File: src/rtl/nes_alu_pkg.sv
// Shared definitions for the 8-bit ALU and its sequencer: opcodes, flag
// bit positions, sequencer states and request legality.
package nes_alu_pkg;

  localparam logic [4:0] OP_ADD    = 5'd0;
  localparam logic [4:0] OP_SUB    = 5'd1;
  localparam logic [4:0] OP_AND    = 5'd2;
  localparam logic [4:0] OP_OR     = 5'd3;
  localparam logic [4:0] OP_XOR    = 5'd4;
  localparam logic [4:0] OP_INC    = 5'd5;
  localparam logic [4:0] OP_DEC    = 5'd6;
  localparam logic [4:0] OP_SHR    = 5'd7;
  localparam logic [4:0] OP_SHL    = 5'd8;
  localparam logic [4:0] OP_RTR    = 5'd9;
  localparam logic [4:0] OP_RTL    = 5'd10;
  localparam logic [4:0] OP_RSVD11 = 5'd11;
  localparam logic [4:0] OP_LD     = 5'd12;

  localparam int FLAG_N = 3;
  localparam int FLAG_V = 2;
  localparam int FLAG_Z = 1;
  localparam int FLAG_C = 0;

  typedef enum logic [2:0] {
    S_IDLE,
    S_EXEC_LO,
    S_WAIT_LO,
    S_EXEC_HI,
    S_WAIT_HI,
    S_RESP
  } seq_state_t;

  // Only ADD/SUB have a chained 16-bit form; 11 and everything above LD are unassigned.
  function automatic logic op_legal(input logic [4:0] op, input logic wide);
    logic ok;
    ok = (op <= OP_LD) && (op != OP_RSVD11);
    if (wide && (op != OP_ADD) && (op != OP_SUB)) ok = 1'b0;
    return ok;
  endfunction

endpackage

File: src/rtl/alu_flag_unit.sv
// Combinational N/V/Z/C derivation for one ALU pass, plus the per-op mask
// that limits which of the requested flags an op may actually change.
module alu_flag_unit
  import nes_alu_pkg::*;
(
  input  logic [7:0] a,
  input  logic [7:0] b,
  input  logic       cin,
  input  logic [7:0] r,
  input  logic       low_zero,
  input  logic [4:0] op,
  input  logic [3:0] mask,
  output logic [3:0] flags,
  output logic [3:0] eff_mask
);

  logic [8:0] sum9;
  logic [8:0] sub_rhs;

  assign sum9    = {1'b0, a} + {1'b0, b} + {8'h00, cin};
  assign sub_rhs = {1'b0, b} + {8'h00, ~cin};

  // SUB carry follows the 6502 convention: set means no borrow was needed.
  always_comb begin
    flags         = 4'h0;
    eff_mask      = mask;
    flags[FLAG_N] = r[7];
    flags[FLAG_Z] = (r == 8'h00) & low_zero;
    case (op)
      OP_ADD: begin
        flags[FLAG_C] = sum9[8];
        flags[FLAG_V] = (a[7] == b[7]) & (r[7] != a[7]);
      end
      OP_SUB: begin
        flags[FLAG_C] = ({1'b0, a} >= sub_rhs);
        flags[FLAG_V] = (a[7] != b[7]) & (r[7] != a[7]);
      end
      OP_SHL, OP_RTL: begin
        flags[FLAG_C]    = a[7];
        eff_mask[FLAG_V] = 1'b0;
      end
      OP_SHR, OP_RTR: begin
        flags[FLAG_C]    = a[0];
        eff_mask[FLAG_V] = 1'b0;
      end
      default: begin
        eff_mask[FLAG_V] = 1'b0;
        eff_mask[FLAG_C] = 1'b0;
      end
    endcase
  end

endmodule

File: src/rtl/alu_sequencer.sv
// Drives the 8-bit ALU one request at a time, chaining two passes for
// 16-bit ADD/SUB, and keeps the N/V/Z/C status flags.
module alu_sequencer
  import nes_alu_pkg::*;
(
  input  logic        clk,
  input  logic        reset,
  input  logic        req_valid,
  output logic        req_ready,
  input  logic [4:0]  req_op,
  input  logic [15:0] req_a,
  input  logic [15:0] req_b,
  input  logic        req_wide,
  input  logic        req_cin,
  input  logic        req_cin_sel,
  input  logic [3:0]  req_flag_mask,
  output logic        resp_valid,
  input  logic        resp_ready,
  output logic [15:0] resp_result,
  output logic        resp_err,
  output logic        alu_enable,
  output logic [7:0]  alu_operand1,
  output logic [7:0]  alu_operand2,
  output logic        alu_carrybit,
  output logic [4:0]  alu_op_number,
  input  logic [7:0]  alu_result,
  input  logic        p_load,
  input  logic [3:0]  p_in,
  output logic [3:0]  p_flags
);

  seq_state_t state, state_next;

  logic [4:0]  op_q;
  logic [15:0] a_q, b_q;
  logic        wide_q, cin_q;
  logic [3:0]  mask_q;
  logic [7:0]  lo_res_q;
  logic        lo_carry_q;
  logic [15:0] result_q;
  logic        err_q;
  logic [3:0]  flags_q;

  logic        hi_pass;
  logic [7:0]  pass_a, pass_b;
  logic        pass_cin, pass_carrybit;
  logic [3:0]  unit_flags, unit_mask;
  logic        flag_update, accept, legal;

  assign hi_pass     = (state == S_EXEC_HI) || (state == S_WAIT_HI);
  assign pass_a      = hi_pass ? a_q[15:8] : a_q[7:0];
  assign pass_b      = hi_pass ? b_q[15:8] : b_q[7:0];
  assign pass_cin    = hi_pass ? lo_carry_q : cin_q;
  assign accept      = req_valid & req_ready;
  assign legal       = op_legal(req_op, req_wide);
  assign flag_update = ((state == S_WAIT_LO) && !wide_q) || (state == S_WAIT_HI);

  assign resp_result = result_q;
  assign resp_err    = err_q & (state == S_RESP);
  assign p_flags     = flags_q;

  always_comb begin
    case (op_q)
      OP_ADD, OP_RTL, OP_RTR: pass_carrybit = pass_cin;
      OP_SUB:                 pass_carrybit = ~pass_cin;
      default:                pass_carrybit = 1'b0;
    endcase
  end

  alu_flag_unit u_flags (
    .a        (pass_a),
    .b        (pass_b),
    .cin      (pass_cin),
    .r        (alu_result),
    .low_zero (hi_pass ? (lo_res_q == 8'h00) : 1'b1),
    .op       (op_q),
    .mask     (mask_q),
    .flags    (unit_flags),
    .eff_mask (unit_mask)
  );

  always_ff @(posedge clk) begin
    if (reset) state <= S_IDLE;
    else       state <= state_next;
  end

  always_comb begin
    state_next    = state;
    req_ready     = 1'b0;
    resp_valid    = 1'b0;
    alu_enable    = 1'b0;
    alu_operand1  = 8'h00;
    alu_operand2  = 8'h00;
    alu_carrybit  = 1'b0;
    alu_op_number = 5'd0;
    case (state)
      S_IDLE: begin
        req_ready = 1'b1;
        if (req_valid) state_next = legal ? S_EXEC_LO : S_RESP;
      end
      S_EXEC_LO, S_EXEC_HI: begin
        alu_enable    = 1'b1;
        alu_operand1  = pass_a;
        alu_operand2  = pass_b;
        alu_carrybit  = pass_carrybit;
        alu_op_number = op_q;
        state_next    = (state == S_EXEC_LO) ? S_WAIT_LO : S_WAIT_HI;
      end
      S_WAIT_LO: state_next = wide_q ? S_EXEC_HI : S_RESP;
      S_WAIT_HI: state_next = S_RESP;
      S_RESP: begin
        resp_valid = 1'b1;
        if (resp_ready) state_next = S_IDLE;
      end
      default: state_next = S_IDLE;
    endcase
  end

  // A direct flag load always beats the flag write-back from an ALU pass.
  always_ff @(posedge clk) begin
    if (reset) begin
      op_q       <= 5'd0;
      a_q        <= 16'h0000;
      b_q        <= 16'h0000;
      wide_q     <= 1'b0;
      cin_q      <= 1'b0;
      mask_q     <= 4'h0;
      lo_res_q   <= 8'h00;
      lo_carry_q <= 1'b0;
      result_q   <= 16'h0000;
      err_q      <= 1'b0;
      flags_q    <= 4'h0;
    end else begin
      if (accept) begin
        op_q     <= req_op;
        a_q      <= req_a;
        b_q      <= req_b;
        wide_q   <= req_wide;
        cin_q    <= req_cin_sel ? flags_q[FLAG_C] : req_cin;
        mask_q   <= req_flag_mask;
        result_q <= 16'h0000;
        err_q    <= ~legal;
      end
      if (state == S_WAIT_LO) begin
        lo_res_q   <= alu_result;
        lo_carry_q <= unit_flags[FLAG_C];
        if (!wide_q) result_q <= {8'h00, alu_result};
      end
      if (state == S_WAIT_HI) result_q <= {alu_result, lo_res_q};
      if (p_load)
        flags_q <= p_in;
      else if (flag_update)
        flags_q <= (flags_q & ~unit_mask) | (unit_flags & unit_mask);
    end
  end

endmodule

File: config.mk
export PLATFORM = sky130hd
export DESIGN_NAME = alu_sequencer
export DESIGN_NICKNAME = d
export VERILOG_FILES = /design/src/rtl/nes_alu_pkg.sv /design/src/rtl/alu_flag_unit.sv /design/src/rtl/alu_sequencer.sv
export SDC_FILE = /design/constraint.sdc
export NUM_CORES = 1
export LEC_CHECK = 0
export ABC_AREA = 1
export CAP_MARGIN = 25
export CORE_UTILIZATION = 50
export CTS_BUF_LIST = sky130_fd_sc_hd__clkbuf_8
export DETAILED_ROUTE_END_ITERATION = 8
export GPL_TIMING_DRIVEN = 0
export PLACE_DENSITY_LB_ADDON = 0.12
export SLEW_MARGIN = 20
export SYNTH_ARGS = -nofsm -noshare
export SYNTH_HDL_FRONTEND = slang
export SYNTH_HIERARCHICAL = 1
export SYNTH_SLANG_ARGS = --single-unit
File: constraint.sdc
create_clock -name clk -period 8.76 [get_ports clk]
set_input_delay 1.752 -clock clk [delete_from_list [all_inputs] [get_ports clk]]
set_output_delay 1.752 -clock clk [all_outputs]
set_load 0.02 [all_outputs]
==> flow_metrics.py <==
metrics = {
    "outcome": {
        "result_of_the_run": "finished, final reports clean",
    },
    "worst_hold_path": {
        "timing.hold.worst_endpoint": "b_q[10]",
        "worstHoldPathCells": 2,
        "min_from": "b_q[10]",
        "hold_path_class": "flop to flop",
    },
    "yosys": {
        "mappedNetlistNets": 714,
        "synth.yosys.warnings": 6,
        "async_reset_ff_frac": 0,
        "synthMostInstantiatedCell": "nand2_1",
        "synthFlopType": "dfxtp_1",
        "synth_top_area_cell": "dfxtp_1",
        "syn_inst": 635,
        "synth_enable_flop_cells": 0,
        "synthTopCellsByCount": "nand2_1 (136), inv_1 (80), dfxtp_1 (76)",
        "netlist-cell-type-count": 34,
        "seq_cells_post_synth": 76,
        "synthTopCellsByArea": "dfxtp_1 (36%), nand2_1 (12%), a21oi_1 (8.1%), inv_1 (7.0%), o21ai_0 (5.4%)",
        "netlist_area_mm2": 0.004285,
        "synth.yosys.seq_area_share": 0.3550,
        "synthDominantCellAreaShare": 0.3550,
        "avgSynthCellArea_um2": 6.749,
    },
    "place": {
        "finalWeightedCongestion": 0.8773,
        "post_dp_cell_area_mm2": 0.005468,
        "place.port_buffers": 105,
        "place.detailed.instances": 845,
        "hpwl_um": 9826,
    },
    "clocking": {
        "clock_root_buffer": "clkbuf_8",
        "cts_buffer_depth": 2,
        "clock_sinks": 76,
        "cts-resized-gates": 0,
        "clock_tree.htree_level_count": 3,
        "cts_hold_buf": 0,
        "clock_insertion_delay_worst_skew_ns": 0.35,
        "clkSlewWorstSetupHoldPaths_ns": 0.07,
        "clock_tree_from_tritoncts": "yes",
        "numCtsBuffers": 9,
        "cts_post_setup_buffers_inserted": 0,
    },
    "power": {
        "worst_ir_drop_on_vdd_v": 0.0001780,
        "power.density_cell_area_mw_per_mm2": 299.9,
        "power.static_leakage_uw": 0.002431,
    },
    "sta": {
        "final_min_period_over_clock_period": 0.4760,
        "hold_violations": 0,
        "finalMaxSlewViolations": 0,
        "worst_pin_slew_ns": 0.5925,
        "timing.max_slew.rel_slack": 0.6050,
        "grt_setup_unrepaired": "no",
        "whs_ns": 0.4551,
        "setup_viol": 0,
        "fin_skew_ns": 0.01224,
        "post-route-min-period_ns": 4.170,
        "achievable-frequency_mhz": 239.8,
        "setup-tns-final_ns": 0,
    },
    "final_layout": {
        "fin_nets": 830,
        "antenna_cells": 0,
        "area_growth_pct": 32.32,
        "drive_gt1_frac": 0.08466,
        "finish.instance_area_mm2": 0.005670,
        "final_std_cells_w_o_fill": 861,
        "utilization": 0.6867,
    },
    "floorplanning": {
        "chipHeight_um": 94.58,
        "effective_utilization_at_floorplan": 0.5189,
        "io-pin-count": 107,
        "die_width_um": 94.58,
        "design.die.area_mm2": 0.008945,
        "core_area_mm2": 0.008258,
        "floorplan.rows": 33,
    },
    "global_routing": {
        "grt_start_max_net_pins": 14,
        "globalRoute.totalOverflow": 0,
        "grt_first_pass_wirelength_um": 20010,
        "vias_in_the_first_global_route": 4269,
        "number_of_antenna_violations_at_the_first_check_in_global_routing": 0,
        "grt_overall_usage": 0.2922,
    },
    "setup_path": {
        "cp.required_ns": 7.01,
        "timing.critical_path.from": "state[1]",
        "worstRegToRegCells": 25,
        "setup.worst_path.class": "flop to output port",
        "arrival_ns": 2.42,
        "r2r-start": "state[1]",
        "setup.worst_path.start_class": "flop",
        "ff2ff_setup_slack_ns": 5.30,
        "timing.critical_path.to_type": "output port",
        "path_max_fanout": 10,
    },
    "route": {
        "routed_wl_um": 12700,
        "avgRoutedWirePerCell_um": 14.74,
        "post_drt_via_cell_ratio": 5.337,
        "dr.pass1.iters": 5,
        "drtIter0Drc": 273,
        "detail_route.drc_violations": 0,
        "routed-via-count": 4595,
        "drt.antenna.violating_nets": 0,
    },
    "flow_run": {
        "max-cap-violations": 0,
    },
}
how the worst max path moves through the flow:
stage | endpoint | slack, ns | cells past startpoint
floorplan | alu_operand1[0] | 5.61 | 5
finish | alu_operand1[6] | 4.59 | 7
CTS | alu_operand1[6] | 4.61 | 7
global route | alu_operand1[6] | 4.51 | 8
detailed placement | alu_operand1[6] | 4.99 | 7
global placement | alu_operand1[4] | 5.07 | 7
per-layer routing:
layer | track usage | vias up | part of all wire
li1 | - | 2271 | -
met1 | 0.3848 | 2129 | 0.46
met2 | 0.4752 | 165 | 0.46
met3 | 0.04992 | 30 | 0.059
met4 | 0.1162 | 0 | 0.026
met5 | 0 | - | 0
report_power, final:
part | internal [uW] | switching, uW
Combinational | 357 | 589
Sequential | 434 | 48.3
Clock | 139 | 133
Total | 930 | 771
kinds of logic after synthesis:
family | Yosys count | share of synthesized area
flops | 76 | 0.3550
xor+xnor | 8 | 0.01635
compound gates | 143 | 0.1758
simple gates | 270 | 0.2782
fa+ha+maj | 18 | 0.05431
buf+inv | 120 | 0.1203
stage by stage:
step,power [uW],setup WS (ns)
5_1_grt,1831,4.509
3_5_place_dp,1423,4.993
2_1_floorplan,1108,5.614
3_3_place_gp,1391,5.070
6_report,1701,4.590
4_1_cts,1695,4.609
critical path: stages (launching register included):
cell             delay, ns
dfxtp_1               0.33
buf_4                 0.16
nand2_1               0.13
o21ai_4               0.28
buf_4                 0.25
o21ai_1               0.15
nor2_1                0.15
clkdlybuf4s50_1       0.62
sequential cells by signal, indices dropped and copies added (netlist names), named ones only:
| name | cells |
|---|---|
| lo_carry_q | 1 |
| lo_res_q | 8 |
| a_q | 16 |
| mask_q | 4 |
| cin_q | 1 |
| b_q | 16 |
| err_q | 1 |
| state | 3 |
| wide_q | 1 |
| resp_result | 16 |
| op_q | 5 |
cell usage in the layout, fill, tap and decap left out, types with 4 or more instances in the layout:
cell type,Yosys,routed
o21ai_0,46,46
nand4_1,9,9
nor4_1,4,4
dfxtp_1,76,76
inv_1,80,81
ha_1,17,17
nand2_1,136,136
or2_2,4,4
nand3_1,42,42
buf_4,12,12
clkbuf_1,14,14
o21ai_1,17,17
xor2_1,4,4
buf_2,10,10
xnor2_1,4,4
clkdlybuf4s50_1,0,105
clkbuf_8,0,10
a21oi_1,69,69
nor2_1,57,57
nand3_2,4,4
area by class of cell:
class                           instances  area [um2]
Clock buffer                           10       137.6
Fill cell                             753        2587
Sequential cell                        76        1521
Multi-Input combinational cell        439        2248
Timing Repair Buffer                  105        1051
Buffer                                 37       203.9
Clock inverter                          6       65.06
Tap cell                              105       131.4
Inverter                               83       311.5
Power figures use the tool's default switching activity.
